[config.mk]
export PLATFORM = sky130hd
export DESIGN_NAME = controller
export DESIGN_NICKNAME = d
export VERILOG_FILES = /design/src/rtl/proc_pkg.sv /design/src/rtl/controller.sv
export SDC_FILE = /design/constraint.sdc
export NUM_CORES = 1
export LEC_CHECK = 0
export CORE_MARGIN = 8
export CORE_UTILIZATION = 32
export CTS_CLUSTER_DIAMETER = 30
export DETAILED_ROUTE_END_ITERATION = 16
export GPL_ROUTABILITY_DRIVEN = 0
export PLACE_DENSITY = 0.87
export SLEW_MARGIN = 20
export SYNTH_ARGS = -nofsm -noshare
export SYNTH_HDL_FRONTEND = slang
export SYNTH_SLANG_ARGS = --single-unit
[constraint.sdc]
create_clock -name clock -period 3.49 [get_ports clock]
set_clock_uncertainty 0.1 [all_clocks]
set_input_delay 0.698 -clock clock [delete_from_list [all_inputs] [get_ports clock]]
set_output_delay 0.698 -clock clock [all_outputs]
set_load 0.005 [all_outputs]
[src/rtl/proc_pkg.sv]
// Shared definitions for the 16-bit processor: instruction format, opcodes,
// controller state encodings and ALU function codes.
package proc_pkg;

  localparam int unsigned IR_W      = 16;
  localparam int unsigned OP_W      = 4;
  localparam int unsigned STATE_W   = 4;
  localparam int unsigned ALU_W     = 3;
  localparam int unsigned D_ADDR_W  = 8;
  localparam int unsigned RF_ADDR_W = 4;

  localparam logic [OP_W-1:0] OP_NOOP  = 4'h0;
  localparam logic [OP_W-1:0] OP_STORE = 4'h1;
  localparam logic [OP_W-1:0] OP_LOAD  = 4'h2;
  localparam logic [OP_W-1:0] OP_ADD   = 4'h3;
  localparam logic [OP_W-1:0] OP_SUB   = 4'h4;
  localparam logic [OP_W-1:0] OP_HALT  = 4'h5;

  typedef enum logic [STATE_W-1:0] {
    S_INIT   = 4'd0,
    S_FETCH  = 4'd1,
    S_DECODE = 4'd2,
    S_NOOP   = 4'd3,
    S_LOADA  = 4'd4,
    S_LOADB  = 4'd5,
    S_STORE  = 4'd6,
    S_ADD    = 4'd7,
    S_SUB    = 4'd8,
    S_HALT   = 4'd9
  } state_e;

  localparam logic [ALU_W-1:0] ALU_ZERO = 3'd0;
  localparam logic [ALU_W-1:0] ALU_ADD  = 3'd1;
  localparam logic [ALU_W-1:0] ALU_SUB  = 3'd2;

endpackage

[src/rtl/controller.sv]
// Moore control unit: sequences fetch/decode/execute and drives every
// datapath control line from the state register and the instruction register.
module controller
  import proc_pkg::*;
(
  input  logic                 clock,
  input  logic                 reset,
  input  logic [IR_W-1:0]      IR,
  output logic                 PC_clr,
  output logic                 PC_up,
  output logic                 IR_ld,
  output logic [D_ADDR_W-1:0]  D_addr,
  output logic                 D_wr,
  output logic                 RF_s,
  output logic [RF_ADDR_W-1:0] RF_W_addr,
  output logic                 RF_W_en,
  output logic [RF_ADDR_W-1:0] RF_Ra_addr,
  output logic [RF_ADDR_W-1:0] RF_Rb_addr,
  output logic [ALU_W-1:0]     ALU_s0,
  output logic [STATE_W-1:0]   state_o
);

  state_e              state;
  state_e              state_next;
  logic [OP_W-1:0]     opcode;

  assign opcode  = IR[15:12];
  assign state_o = state;

  always_ff @(posedge clock or negedge reset) begin
    if (!reset) state <= S_INIT;
    else        state <= state_next;
  end

  // Next state and Moore outputs; everything idles at zero unless the state asks.
  always_comb begin
    state_next = state;
    PC_clr     = 1'b0;
    PC_up      = 1'b0;
    IR_ld      = 1'b0;
    D_addr     = '0;
    D_wr       = 1'b0;
    RF_s       = 1'b0;
    RF_W_addr  = '0;
    RF_W_en    = 1'b0;
    RF_Ra_addr = '0;
    RF_Rb_addr = '0;
    ALU_s0     = ALU_ZERO;

    case (state)
      S_INIT: begin
        PC_clr     = 1'b1;
        state_next = S_FETCH;
      end
      S_FETCH: begin
        IR_ld      = 1'b1;
        PC_up      = 1'b1;
        state_next = S_DECODE;
      end
      S_DECODE: begin
        // Pre-address the synchronous data memory so LoadB sees the read data.
        if (opcode == OP_LOAD) D_addr = IR[11:4];
        case (opcode)
          OP_NOOP:  state_next = S_NOOP;
          OP_STORE: state_next = S_STORE;
          OP_LOAD:  state_next = S_LOADA;
          OP_ADD:   state_next = S_ADD;
          OP_SUB:   state_next = S_SUB;
          OP_HALT:  state_next = S_HALT;
          default:  state_next = S_NOOP;
        endcase
      end
      S_NOOP: begin
        state_next = S_FETCH;
      end
      S_LOADA: begin
        D_addr     = IR[11:4];
        RF_s       = 1'b1;
        state_next = S_LOADB;
      end
      S_LOADB: begin
        D_addr     = IR[11:4];
        RF_s       = 1'b1;
        RF_W_addr  = IR[3:0];
        RF_W_en    = 1'b1;
        state_next = S_FETCH;
      end
      S_STORE: begin
        D_addr     = IR[7:0];
        RF_Ra_addr = IR[11:8];
        D_wr       = 1'b1;
        state_next = S_FETCH;
      end
      S_ADD: begin
        RF_Ra_addr = IR[11:8];
        RF_Rb_addr = IR[7:4];
        RF_W_addr  = IR[3:0];
        ALU_s0     = ALU_ADD;
        RF_W_en    = 1'b1;
        state_next = S_FETCH;
      end
      S_SUB: begin
        RF_Ra_addr = IR[11:8];
        RF_Rb_addr = IR[7:4];
        RF_W_addr  = IR[3:0];
        ALU_s0     = ALU_SUB;
        RF_W_en    = 1'b1;
        state_next = S_FETCH;
      end
      S_HALT: begin
        state_next = S_HALT;
      end
      default: begin
        state_next = S_INIT;
      end
    endcase
  end

endmodule
==> impl_metrics.env, run 1 <==
export IMPL_status="finished, final reports clean"
export IMPL_cts_buffers=3
export IMPL_dr_first_iter_drc_count=14
export IMPL_pwr_density_cell_nw_per_um2=395
export IMPL_critPathMaxStageDelay_ns=0.51
export IMPL_postSynthAreaPerCell_um2=8.19
export IMPL_slew_headroom=0.573
export IMPL_grt_pass1_wl_um=3580
export IMPL_fmax_mhz=292
export IMPL_fp_dieH_um=57.1
export IMPL_critPathKind="in2out"
export IMPL_ir_worst_vdd_v=0.000197
export IMPL_drtAntennaViolNets=0
export IMPL_postPlaceCellArea_um2=1050
export IMPL_finalSetupViolations=0
export IMPL_holdPathStages=1
export IMPL_hold_viol_final=0
export IMPL_multiInputGateArea_um2=399
export IMPL_worst_ep_required_time_ns=2.69
export IMPL_rows=15
export IMPL_synth_area_um2=541
export IMPL_final_nets=138
export IMPL_synth_nets=84
export IMPL_rsz0062_at_grt="false"
export IMPL_holdBufCountCts=0
export IMPL_post_place_ws_ns=-0.0871
export IMPL_largest_reg_flops=4
export IMPL_seq_area_um2=100
export IMPL_top_usage_layer="met2"
export IMPL_design_area_um2=1090
export IMPL_die_w_um=57.1
export IMPL_vias=699
export IMPL_cts_tree="yes"
export IMPL_crit_arrival_ns=2.63
export IMPL_grt_util_met3=0.0310
export IMPL_dp_hpwl_um=1890
export IMPL_grt_use_met2=0.256
export IMPL_period_needed_ns=3.43
export IMPL_cts_sinks=4
export IMPL_coreArea_um2=1650
export IMPL_drc_errors=0
export IMPL_worst_setup_path_start_kind="input port"
export IMPL_ff2ff_setup_slack_ns=1.85
export IMPL_worstSetupEndpointType="output pin"
export IMPL_ff2ff_path_depth=3
export IMPL_fin_crit_sh=0.983
export IMPL_leakage_nw=0.430
export IMPL_overflow=0
export IMPL_wl_per_cell_um=17.1
export IMPL_async_flop_share=1.00
export IMPL_clock_latency_ns=0.23
export IMPL_drtPass1Iterations=4
export IMPL_dieArea_um2=3260
export IMPL_fin_tns_setup_ns=0
export IMPL_min_to="state_o[2]"
export IMPL_antenna_found_initial=0
export IMPL_ys_warnings_count=0
export IMPL_timing_max_cap_violations=0
export IMPL_holdWs_ns=0.563
export IMPL_setup_ws_ns=0.0606
export IMPL_holdCritPathClass="reg2reg"
export IMPL_synthesis_instances=66
export IMPL_io_buffers=49
export IMPL_fill_cells=135
export IMPL_met1_usage=0.122
export IMPL_floorplan_initialDensity=0.327
export IMPL_grt_usage=0.133
export IMPL_routed_wl_um=2320
export IMPL_clockBufferDepth=2
export IMPL_area_growth_syn_to_layout_pct=102
export IMPL_synth_enable_flop_cells=0
export IMPL_grt_pass1_vias=731
export IMPL_yosysSeqAreaShare=0.185
export IMPL_hp_start="state_o[3]"
export IMPL_layout_drive_gt1_share=0.127
export IMPL_clk_pin_slew_ns=0.04
export IMPL_final_util=0.662
export IMPL_cts_root_buffer="clkbuf_4"
export IMPL_antenna_cells=0
export IMPL_grt_start_max_net_pins=14
export IMPL_crit_slowest_cell="clkdlybuf4s50_1"
export IMPL_worst_pin_slew_ns=0.632
export IMPL_pin_count=51
export IMPL_slew_viol_final=0
export IMPL_crit_fanout=4
export IMPL_cp_cell_sequence="clkdlybuf4s50_1 -> or3b_4 -> o32ai_4 -> buf_6 -> a22o_1 -> clkdlybuf4s50_1"
export IMPL_r2r_start="state_o[0]"
export IMPL_htree_num_levels=1
export IMPL_synthFlopType="dfrtp_1"
export IMPL_synth_cell_type_count=33
export IMPL_synth_seq_cells=4
export IMPL_r2r_end="state_o[3]"
export IMPL_post_drt_via_cell_ratio=5.18
export IMPL_path_common_cell="clkdlybuf4s50_1"
[layer usage]
| metal | routed length (µm) | share of wire | vias up |
|---|---|---|---|
| li1 | - | - | 344 |
| met4 | 78 | 0.034 | 0 |
| met1 | 820 | 0.35 | 331 |
| met2 | 1330 | 0.57 | 16 |
| met5 | 0 | 0 | - |
| met3 | 90 | 0.039 | 8 |
[layout make-up]
type                    count  area share
clock buffers               3      0.0206
flip-flops and latches      4      0.0915
multi-input cells          55       0.365
repair buffers             56       0.503
well taps                  17      0.0195
[cell families (layout without fill, tap and decap cells)]
family,after synthesis,in the layout,synth area share
other,1,1,0.00694
xor gates and xnor gates,1,1,0.0162
DFF,4,4,0.185
buffers and inverters,7,59,0.0810
and+or+nand+nor,33,33,0.391
AOI/OAI and AO/OA,20,20,0.319
[cells in the final DEF, fill, tap and decap left out, drive strengths merged]
cell type / n
a211oi: 2
a21o: 2
a21oi: 2
a22o: 8
a31o: 1
and2: 13
and3: 1
and3b: 1
buf: 7
clkbuf: 3
clkdlybuf4s50: 49
conb: 1
dfrtp: 4
nand2: 1
nand2b: 3
nand3: 1
nor2: 1
nor2b: 3
nor3: 2
nor3b: 1
nor4: 1
nor4b: 1
o2111ai: 1
o211ai: 1
o21ai: 2
o32ai: 1
or2: 1
or3: 1
or3b: 2
xor2: 1
[stage by stage]
| step | std cells | power [mW] |
|---|---|---|
| floorplan | 66 | 0.229 |
| global placement | 130 | 0.361 |
| detailed placement | 130 | 0.369 |
| CTS | 135 | 0.431 |
| global route | 135 | 0.459 |
| finish | 135 | 0.432 |
[power by group]
part	total (mW)	internal, mW	switching, mW
Clock	0.0557	0.0384	0.0174
Combinational	0.275	0.175	0.100
Sequential	0.100	0.0610	0.0394
Total	0.432	0.274	0.157
[worst max path at each step]
stage	to	startpoint	slack (ns)
floorplan	D_addr[0]	IR[12]	0.99
global placement	D_addr[5]	IR[13]	-0.05
detailed placement	D_addr[1]	IR[13]	-0.09
CTS	D_addr[4]	IR[13]	0.03
global route	D_addr[1]	IR[13]	0.005
finish	D_addr[2]	IR[13]	0.06
[cells in the mapped netlist, types with 2 or more instances]
master    count  area (µm²)
nor2b_1       3        18.8
nand2b_1      3        18.8
buf_4         2        15.0
and2_1       13        81.3
a21o_1        2        15.0
a211oi_1      2        15.0
o21ai_0       2        10.0
a22o_1        8        70.1
dfrtp_1       4         100
buf_2         2        10.0
a21oi_1       2        10.0
nor3_1        2        10.0
[worst max-delay path: cells and delay by family]
family	cells	cell delay, ns
buf+inv	3	1.14
simple gates	1	0.40
compound gates	2	0.39
[timing repair]
item | CTS | global route
pin swaps | 1 | 1
gates resized for setup | 1 | 2
endpoints found under the setup margin | 8 | 5
setup buffers | 2 | 0
No activity file was read; power rests on OpenSTA's default activity.
==> run 2: changes to the inputs <==
==> constraint.sdc (replaced) <==
create_clock -name clock -period 4 [get_ports clock]
set_clock_uncertainty 0.1 [all_clocks]
set_input_delay 0.8 -clock clock [delete_from_list [all_inputs] [get_ports clock]]
set_output_delay 0.8 -clock clock [all_outputs]
set_load 0.005 [all_outputs]
==> run 2 against run 1 <==
Effect of this change: sequential power down 5%; register-to-register slack better by 0.41 ns; design area down 5.7%; final cell count down 5.2%; power down 17%; sequential cell count unchanged; clock-buffer cell count unchanged; largest cell class unchanged; largest power group unchanged.
==> impl_metrics.env, run 2 (synthesized netlist as in run 1, its figures left out) <==
export IMPL_status="finished, final reports clean"
export IMPL_fill_cells=152
export IMPL_worst_pin_slew_ns=0.589
export IMPL_holdCritPathClass="reg2reg"
export IMPL_cts_root_buffer="clkbuf_4"
export IMPL_worst_ep_required_time_ns=3.10
export IMPL_ff2ff_setup_slack_ns=2.26
export IMPL_final_util=0.624
export IMPL_worst_setup_path_start_kind="input port"
export IMPL_r2r_start="state_o[1]"
export IMPL_post_place_ws_ns=0.167
export IMPL_area_growth_syn_to_layout_pct=90.7
export IMPL_met1_usage=0.125
export IMPL_cp_cell_sequence="clkdlybuf4s50_1 -> or3b_2 -> o32ai_4 -> a22o_1 -> clkdlybuf4s50_1"
export IMPL_min_to="state_o[2]"
export IMPL_leakage_nw=0.393
export IMPL_clockBufferDepth=2
export IMPL_fp_dieH_um=57.1
export IMPL_largest_reg_flops=4
export IMPL_wl_per_cell_um=16.6
export IMPL_slew_viol_final=0
export IMPL_die_w_um=57.1
export IMPL_worstSetupEndpointType="output pin"
export IMPL_layout_common_cells="clkdlybuf4s50_1 (49), and2_1 (13), a22o_1 (8)"
export IMPL_dr_first_iter_drc_count=6
export IMPL_clock_latency_ns=0.23
export IMPL_rsz0062_at_grt="false"
export IMPL_ff2ff_path_depth=3
export IMPL_hold_viol_final=0
export IMPL_ir_worst_vdd_v=0.000221
export IMPL_postPlaceCellArea_um2=1010
export IMPL_grt_start_max_net_pins=16
export IMPL_mostFrequentLayoutCell="clkdlybuf4s50_1"
export IMPL_antenna_found_initial=0
export IMPL_routed_wl_um=2120
export IMPL_cts_buffers=3
export IMPL_totalPowerFinal_mw=0.359
export IMPL_vias=654
export IMPL_cts_setup_buffers=0
export IMPL_dp_cells=125
export IMPL_design_area_um2=1030
export IMPL_crit_slowest_cell="clkdlybuf4s50_1"
export IMPL_drtPass1Iterations=4
export IMPL_finalSetupViolations=0
export IMPL_holdBufCountCts=0
export IMPL_path_common_cell="clkdlybuf4s50_1"
export IMPL_post_drt_via_cell_ratio=5.11
export IMPL_floorplan_initialDensity=0.327
export IMPL_final_cell_count_no_fill=128
export IMPL_holdWs_ns=0.543
export IMPL_fin_crit_sh=0.957
export IMPL_coreArea_um2=1650
export IMPL_grt_use_met2=0.256
export IMPL_layout_drive_gt1_share=0.0721
export IMPL_overflow=0
export IMPL_r2r_end="state_o[3]"
export IMPL_io_buffers=49
export IMPL_grt_usage=0.127
export IMPL_grt_util_met3=0.0333
export IMPL_htree_num_levels=1
export IMPL_antenna_cells=0
export IMPL_crit_arrival_ns=2.93
export IMPL_timing_max_cap_violations=0
export IMPL_grt_pass1_vias=681
export IMPL_dieArea_um2=3260
export IMPL_holdPathStages=1
export IMPL_rows=15
export IMPL_critPathKind="in2out"
export IMPL_final_nets=131
export IMPL_pin_count=51
export IMPL_slew_headroom=0.602
export IMPL_clk_pin_slew_ns=0.04
export IMPL_grt_pass1_wl_um=3430
export IMPL_fmax_mhz=261
export IMPL_fin_tns_setup_ns=0
export IMPL_pwr_density_cell_nw_per_um2=348
export IMPL_period_needed_ns=3.83
export IMPL_dp_hpwl_um=1830
export IMPL_drtAntennaViolNets=0
export IMPL_top_usage_layer="met2"
export IMPL_crit_fanout=8
export IMPL_drc_errors=0
export IMPL_hp_start="state_o[3]"
export IMPL_cts_tree="yes"
export IMPL_cts_sinks=4
export IMPL_critPathMaxStageDelay_ns=0.53
export IMPL_setup_ws_ns=0.172
export IMPL_cts_resized=0
==> run 2: cell count changes in the layout (fill, tap and decap cells not counted) <==
cell / before / now
buf_4: 5 / 0
or3b_2: 0 / 1
buf_6: 2 / 0
or3b_4: 2 / 1
==> run 2: report_power, final <==
group / leakage, nW / switching, mW / internal [mW]
sequential: 0.0506 / 0.0416 / 0.0531
clock: 0.0138 / 0.0164 / 0.0336
combinational: 0.328 / 0.0744 / 0.140
total: 0.393 / 0.132 / 0.226
==> run 2: layout make-up <==
| cell class | instances | area [µm²] | area share |
|---|---|---|---|
| multi-input combinational | 55 | 397 | 0.385 |
| tap | 17 | 21.3 | 0.0206 |
| clock buffer | 3 | 22.5 | 0.0218 |
| timing repair buffer | 49 | 490 | 0.476 |
| sequential | 4 | 100 | 0.0971 |
==> run 2: worst max-delay path by stage <==
stage	start	end	slack (ns)	cells past startpoint
after floorplan	IR[12]	D_addr[0]	1.30	3
after global placement	IR[13]	D_addr[7]	0.21	5
after detailed placement	IR[13]	D_addr[4]	0.17	5
after CTS	IR[13]	D_addr[4]	0.18	5
after global routing	IR[13]	D_addr[5]	0.08	5
final	IR[13]	D_addr[1]	0.17	5
==> run 2: routing by layer <==
layer / wire, µm / vias to the layer above
met2: 1280 / 8
li1: - / 331
met4: 0 / 0
met1: 762 / 315
met3: 81 / 0
met5: 0 / -
==> run 2: worst max-delay path: cells and delay by family <==
kind | cells | cell delay (ns)
buffers and inverters | 2 | 1.03
AOI/OAI and AO/OA | 2 | 0.59
and+or+nand+nor | 1 | 0.51
